`src/rtl/hoeraa_pipe_pkg.sv`:
```
// rtl/hoeraa_pipe_pkg.sv - shared helpers for the pipelined runtime-configurable approximate adder
package hoeraa_pipe_pkg;

  localparam int WIDE_W = 64;
  typedef logic [WIDE_W-1:0] wide_t;

  // k of 0 or 1 means exact addition; anything above p_max is pulled down to p_max
  function automatic logic [7:0] clamp_k(input logic [7:0] k, input logic [7:0] p_max);
    if (k < 8'd2) return 8'd0;
    else if (k > p_max) return p_max;
    else return k;
  endfunction

  function automatic wide_t abs_diff(input wide_t a, input wide_t b);
    return (a > b) ? (a - b) : (b - a);
  endfunction

  // Result is clamped to the all-ones value of a w-bit field
  function automatic wide_t sat_add(input wide_t a, input wide_t b, input int w);
    logic [WIDE_W:0] s;
    logic [WIDE_W:0] lim;
    s   = {1'b0, a} + {1'b0, b};
    lim = ((WIDE_W+1)'(1) << w) - (WIDE_W+1)'(1);
    return (s > lim) ? lim[WIDE_W-1:0] : s[WIDE_W-1:0];
  endfunction

endpackage

```
`src/rtl/hoeraa_var.sv`:
```
// rtl/hoeraa_var.sv - combinational error-reduced approximate adder with runtime approximate-part length
module hoeraa_var
  import hoeraa_pipe_pkg::*;
#(
  parameter int N   = 16,
  parameter int K_W = 4
) (
  input  logic [N-1:0]   i_x,
  input  logic [N-1:0]   i_y,
  input  logic [K_W-1:0] i_keff,
  output logic [N:0]     o_sum
);

  logic [N:0]     w_xw;
  logic [N:0]     w_yw;
  logic [N:0]     w_hi;
  logic [N:0]     w_ones;
  logic [N:0]     w_pair;
  logic [1:0]     w_xs;
  logic [1:0]     w_ys;
  logic [K_W-1:0] w_sh;
  logic           w_c;
  logic           w_s_hi;
  logic           w_s_lo;

  always_comb begin
    w_xw   = {1'b0, i_x};
    w_yw   = {1'b0, i_y};
    w_sh   = i_keff - K_W'(2);
    // w_xs/w_ys hold bits m-1 and m-2 of each operand
    w_xs   = 2'(w_xw >> w_sh);
    w_ys   = 2'(w_yw >> w_sh);
    w_c    = w_xs[1] & w_ys[1];
    w_s_hi = w_c ? (w_xs[0] & w_ys[0]) : (w_xs[1] | w_ys[1]);
    w_s_lo = w_xs[0] | w_ys[0];
    w_ones = ((N+1)'(1) << w_sh) - (N+1)'(1);
    w_pair = {{(N-1){1'b0}}, w_s_hi, w_s_lo} << w_sh;
    w_hi   = ((w_xw >> i_keff) + (w_yw >> i_keff) + (N+1)'(w_c)) << i_keff;
    o_sum  = w_hi | w_pair | w_ones;
    if (i_keff < K_W'(2)) o_sum = w_xw + w_yw;
  end

endmodule

```
`src/rtl/hoeraa_pipe.sv`:
```
// rtl/hoeraa_pipe.sv - two-stage valid/ready approximate adder with in-system error statistics
module hoeraa_pipe
  import hoeraa_pipe_pkg::*;
#(
  parameter int N     = 16,
  parameter int P_MAX = 8,
  parameter int ACC_W = 32
) (
  input  logic                       clk,
  input  logic                       rst_n,
  input  logic                       in_valid,
  output logic                       in_ready,
  input  logic [N-1:0]               x,
  input  logic [N-1:0]               y,
  input  logic [$clog2(P_MAX+1)-1:0] k,
  output logic                       out_valid,
  input  logic                       out_ready,
  output logic [N:0]                 sum,
  output logic [N:0]                 exact,
  output logic [N:0]                 err,
  input  logic                       stats_clr,
  output logic [ACC_W-1:0]           err_acc,
  output logic [N:0]                 err_max,
  output logic [ACC_W-1:0]           txn_cnt
);

  localparam int K_W = $clog2(P_MAX+1);

  logic             r_s1_valid;
  logic [N-1:0]     r_x;
  logic [N-1:0]     r_y;
  logic [K_W-1:0]   r_keff;
  logic             r_s2_valid;
  logic [N:0]       r_sum;
  logic [N:0]       r_exact;
  logic [N:0]       r_err;
  logic [ACC_W-1:0] r_err_acc;
  logic [N:0]       r_err_max;
  logic [ACC_W-1:0] r_txn_cnt;

  logic             w_s2_adv;
  logic             w_xfer;
  logic [7:0]       w_keff_wide;
  logic [N:0]       w_sum_a;
  logic [N:0]       w_exact;
  wide_t            w_err_wide;
  wide_t            w_acc_wide;
  wide_t            w_cnt_wide;
  logic [ACC_W-1:0] w_acc_base;
  logic [ACC_W-1:0] w_cnt_base;
  logic [N:0]       w_max_base;
  logic             w_unused;

  assign w_s2_adv    = !r_s2_valid | out_ready;
  assign in_ready    = !r_s1_valid | w_s2_adv;
  assign w_xfer      = r_s2_valid & out_ready;
  assign w_keff_wide = clamp_k(8'(k), 8'(P_MAX));

  always_ff @(posedge clk) begin
    if (!rst_n) begin
      r_s1_valid <= 1'b0;
      r_x        <= '0;
      r_y        <= '0;
      r_keff     <= '0;
    end else if (in_ready) begin
      r_s1_valid <= in_valid;
      if (in_valid) begin
        r_x    <= x;
        r_y    <= y;
        r_keff <= w_keff_wide[K_W-1:0];
      end
    end
  end

  hoeraa_var #(.N(N), .K_W(K_W)) u_var (
    .i_x    (r_x),
    .i_y    (r_y),
    .i_keff (r_keff),
    .o_sum  (w_sum_a)
  );

  assign w_exact    = {1'b0, r_x} + {1'b0, r_y};
  assign w_err_wide = abs_diff(wide_t'(w_exact), wide_t'(w_sum_a));

  always_ff @(posedge clk) begin
    if (!rst_n) begin
      r_s2_valid <= 1'b0;
      r_sum      <= '0;
      r_exact    <= '0;
      r_err      <= '0;
    end else if (w_s2_adv) begin
      r_s2_valid <= r_s1_valid;
      if (r_s1_valid) begin
        r_sum   <= w_sum_a;
        r_exact <= w_exact;
        r_err   <= w_err_wide[N:0];
      end
    end
  end

  // A clear coinciding with a transfer accumulates onto zeroed statistics
  assign w_acc_base = stats_clr ? '0 : r_err_acc;
  assign w_cnt_base = stats_clr ? '0 : r_txn_cnt;
  assign w_max_base = stats_clr ? '0 : r_err_max;
  assign w_acc_wide = sat_add(wide_t'(w_acc_base), wide_t'(r_err), ACC_W);
  assign w_cnt_wide = sat_add(wide_t'(w_cnt_base), wide_t'(1), ACC_W);

  always_ff @(posedge clk) begin
    if (!rst_n) begin
      r_err_acc <= '0;
      r_err_max <= '0;
      r_txn_cnt <= '0;
    end else if (w_xfer) begin
      r_err_acc <= w_acc_wide[ACC_W-1:0];
      r_err_max <= (r_err > w_max_base) ? r_err : w_max_base;
      r_txn_cnt <= w_cnt_wide[ACC_W-1:0];
    end else if (stats_clr) begin
      r_err_acc <= '0;
      r_err_max <= '0;
      r_txn_cnt <= '0;
    end
  end

  assign w_unused = ^{w_keff_wide[7:K_W], w_err_wide[WIDE_W-1:N+1],
                      w_acc_wide[WIDE_W-1:ACC_W], w_cnt_wide[WIDE_W-1:ACC_W]};

  assign out_valid = r_s2_valid;
  assign sum       = r_sum;
  assign exact     = r_exact;
  assign err       = r_err;
  assign err_acc   = r_err_acc;
  assign err_max   = r_err_max;
  assign txn_cnt   = r_txn_cnt;

endmodule

```
`config.mk`:
```
export PLATFORM = sky130hd
export DESIGN_NAME = hoeraa_pipe
export DESIGN_NICKNAME = d
export VERILOG_FILES = /design/src/rtl/hoeraa_pipe_pkg.sv /design/src/rtl/hoeraa_var.sv /design/src/rtl/hoeraa_pipe.sv
export SDC_FILE = /design/constraint.sdc
export NUM_CORES = 1
export LEC_CHECK = 0
export CORE_ASPECT_RATIO = 0.8
export CORE_MARGIN = 2
export CORE_UTILIZATION = 45
export DETAILED_ROUTE_END_ITERATION = 16
export PLACE_DENSITY = 0.66
export SYNTH_ARGS = -nofsm -noshare
export SYNTH_HDL_FRONTEND = slang
export SYNTH_SLANG_ARGS = --single-unit
```
`constraint.sdc`:
```
create_clock -name clk -period 22.8 [get_ports clk]
set_input_delay 4.56 -clock clk [delete_from_list [all_inputs] [get_ports clk]]
set_output_delay 4.56 -clock clk [all_outputs]
set_load 0.01 [all_outputs]
```
==> metrics.yaml <==
cts:
  cts_buffers: 17
  holdBufCountCts: 0
  cts_tree: "done"
  post_cts_resized: 0
  clk_latency_ns: 0.46
  htreeDepth: 4
  cts_setup_buffers: 0
  root_buffer: "clkbuf_16"
  clkSinkCount: 170
  path_clk_slew_ns: 0.06
  cts_buffer_depth: 2
cells_and_area:
  nets: 2224
  diodes: 0
  drive_gt1_share_pct: 7.16
  fill_cells: 3167
  syn_to_final_growth_pct: 16.9
power:
  power.switching_uw: 387
  ir_worst_vdd_mv: 0.0474
  leakagePower_uw: 0.00697
  comb_power_share_pct: 39.0
  pwr-share-seq_pct: 32.3
  p_per_area_nw_per_um2: 59.5
  switching_share_pct: 37.5
  power.share.clock_pct: 28.7
  p_int_uw: 647
yosys:
  syn_area_per_cell_um2: 7.50
  syn-cell-area_um2: 14900
  synth-main-ff-cell: "dfxtp_1"
  ys_types: 85
  synth_seq_area_share_pct: 22.9
  synth_warnings: 0
  synth_edf_count: 0
  synth_async_sr_flop_share_pct: 0
  syn_nets: 2140
  synth_seq_cells: 170
  synthCells: 1984
die:
  fp.dieH_um: 167
  ios: 175
  fp.dieW_um: 207
  dieArea_um2: 34500
  core_area_um2: 32600
  row_count: 59
  initial_core_util_pct: 45.7
place:
  gp_congestion: 0.943
  dp_slack_ns: 12.24
  io_buffers: 174
  dp_hpwl_um: 36500
setup_path:
  criticalPathCategory: "input port to primary output"
  cp.required_ns: 18.24
  cp-start-kind: "input port"
  cp.arrival_ns: 6.00
  endpoint_kind: "primary output"
  path_max_fanout: 5
route:
  drt_pass1_iterations: 5
  drtAntennaViolNets: 0
  dr_total_vias: 15400
  routed_wl_um: 49200
  drtIter0Drc: 1491
  routedWlPerCell_um: 19.6
  routed_via_density: 6.13
  drc: 0
timing:
  fmax_mhz: 94.7
  fin_worst_skew_ns: 0.0133
  slew_violations: 0
  timing_hold_violations_final: 0
  tns_ns: 0
  fin_ws_ns: 12.24
  worst_pin_slew_ns: 1.08
  setup_viol: 0
  period_minus_slack_ns: 10.56
  finalCritPeriodShare_pct: 46.3
  rsz0062_at_grt: "no"
  max_slew_margin_pct: 25.9
grt:
  grt_pass1_wl_um: 78100
  grt_overflow: 0
  antenna_found_initial: 0
  grt_start_max_net_pins: 83
  grt_pass1_vias: 14000
  track_usage_pct: 27.7
min_path:
  hold_class: "flop to flop"
run_status:
  status: "finished, final reports clean"
run:
  maxCapViolCount: 0
==> state kept, by name, indices dropped and copies added, names as in the netlist <==
signal and count:
txn_cnt 32, exact 17, r_y 16, err_acc 32, out_valid 1, r_x 16
err 17, sum 17, r_keff 4, err_max 17, r_s1_valid 1
==> synthesized netlist by cell type (12+ instances only) <==
master | n | share of area [%]
o31ai_1 | 18 | 0.91
buf_1 | 19 | 0.48
o21bai_1 | 12 | 0.61
and2_1 | 23 | 0.97
nand2_1 | 257 | 6.5
nor3_1 | 44 | 1.5
a31oi_1 | 21 | 0.88
ha_1 | 109 | 9.2
mux2_2 | 17 | 1.3
nor2_1 | 160 | 4.0
mux2i_1 | 40 | 2.7
nand2b_1 | 23 | 0.97
o21a_1 | 19 | 0.96
o21ai_0 | 108 | 3.6
nor2b_1 | 50 | 2.1
a21o_1 | 47 | 2.4
and3_1 | 26 | 1.1
nand3_1 | 46 | 1.5
clkbuf_1 | 97 | 2.4
xor2_1 | 26 | 1.5
dfxtp_1 | 170 | 23
nand4_1 | 28 | 1.2
mux4_2 | 20 | 3.0
a21oi_1 | 204 | 6.9
o211ai_1 | 15 | 0.76
inv_1 | 77 | 1.9
or2_2 | 26 | 1.1
xnor2_1 | 44 | 2.6
a211oi_1 | 31 | 1.6
==> layout make-up <==
type / count / area, µm² / area share [%]
Multi-Input combinational cell: 1607 / 10700 / 61.5
Tap cell: 427 / 534 / 3.07
Clock buffer: 22 / 474 / 2.73
Timing Repair Buffer: 193 / 1870 / 10.8
Sequential cell: 170 / 3410 / 19.6
Clock inverter: 9 / 115 / 0.662
Inverter: 79 / 298 / 1.71
==> worst max-delay path: stages <==
cell and delay (ns):
clkdlybuf4s50_1 0.44, nor2b_1 0.35, nand2_1 0.15, clkdlybuf4s50_1 0.50
==> final timing paths <==
| path | start | end | slack [ns] | cells past startpoint |
|---|---|---|---|---|
| worst max-delay path | out_ready | in_ready | 12.24 | 4 |
| worst min-delay path | exact[8] | exact[8] | 0.45 | 2 |
| worst max register to register | r_keff[0] | err[12] | 13.30 | 26 |
| worst min register to register | exact[8] | exact[8] | 0.45 | 2 |
==> placed cells by master, fill, tap and decap left out, types with 46 or more instances in the layout <==
cell type | Yosys | layout
nand2_1 | 257 | 257
a21oi_1 | 204 | 204
clkdlybuf4s50_1 | 0 | 172
dfxtp_1 | 170 | 168
nor2_1 | 160 | 160
ha_1 | 109 | 109
o21ai_0 | 108 | 108
inv_1 | 77 | 76
nor2b_1 | 50 | 49
a21o_1 | 47 | 47
nand3_1 | 46 | 46
==> stage by stage <==
stage | hold WS, ns | instance area, µm² | power [µW] | cells | util (%)
floorplan | 0.462 | 14900 | 613 | 1984 | -
global placement | 0.442 | 16800 | 730 | 2476 | 51.6
detailed placement | 0.449 | 16800 | 734 | 2476 | 51.6
CTS | 0.458 | 17400 | 1030 | 2507 | 53.4
global route | 0.470 | 17400 | 1090 | 2507 | 53.4
finish | 0.454 | 17400 | 1030 | 2507 | 53.4
==> power groups by stage <==
stage | registers, µW | clock network (µW) | logic (µW)
floorplan | 336 | 0 | 277
global placement | 340 | 0 | 390
detailed placement | 340 | 0 | 394
CTS | 334 | 303 | 397
global route | 336 | 314 | 440
finish | 334 | 297 | 403
==> layer usage <==
metal  track usage, %  vias to the layer above  share of wire (%)
li1                 -                     7387                  -
met1             41.6                     7283                 48
met2             40.4                      631                 42
met3             4.81                       71                8.1
met4             7.52                        0                2.0
met5                0                        -                  0
==> logic make-up after synthesis <==
logic type,synth area share [%]
simple gates,23.5
buf+inv,5.38
compound gates,27.1
fa+ha+maj,9.98
xor+xnor,4.12
mux,7.01
flops,22.9
No activity file was read; power rests on OpenSTA's default activity.
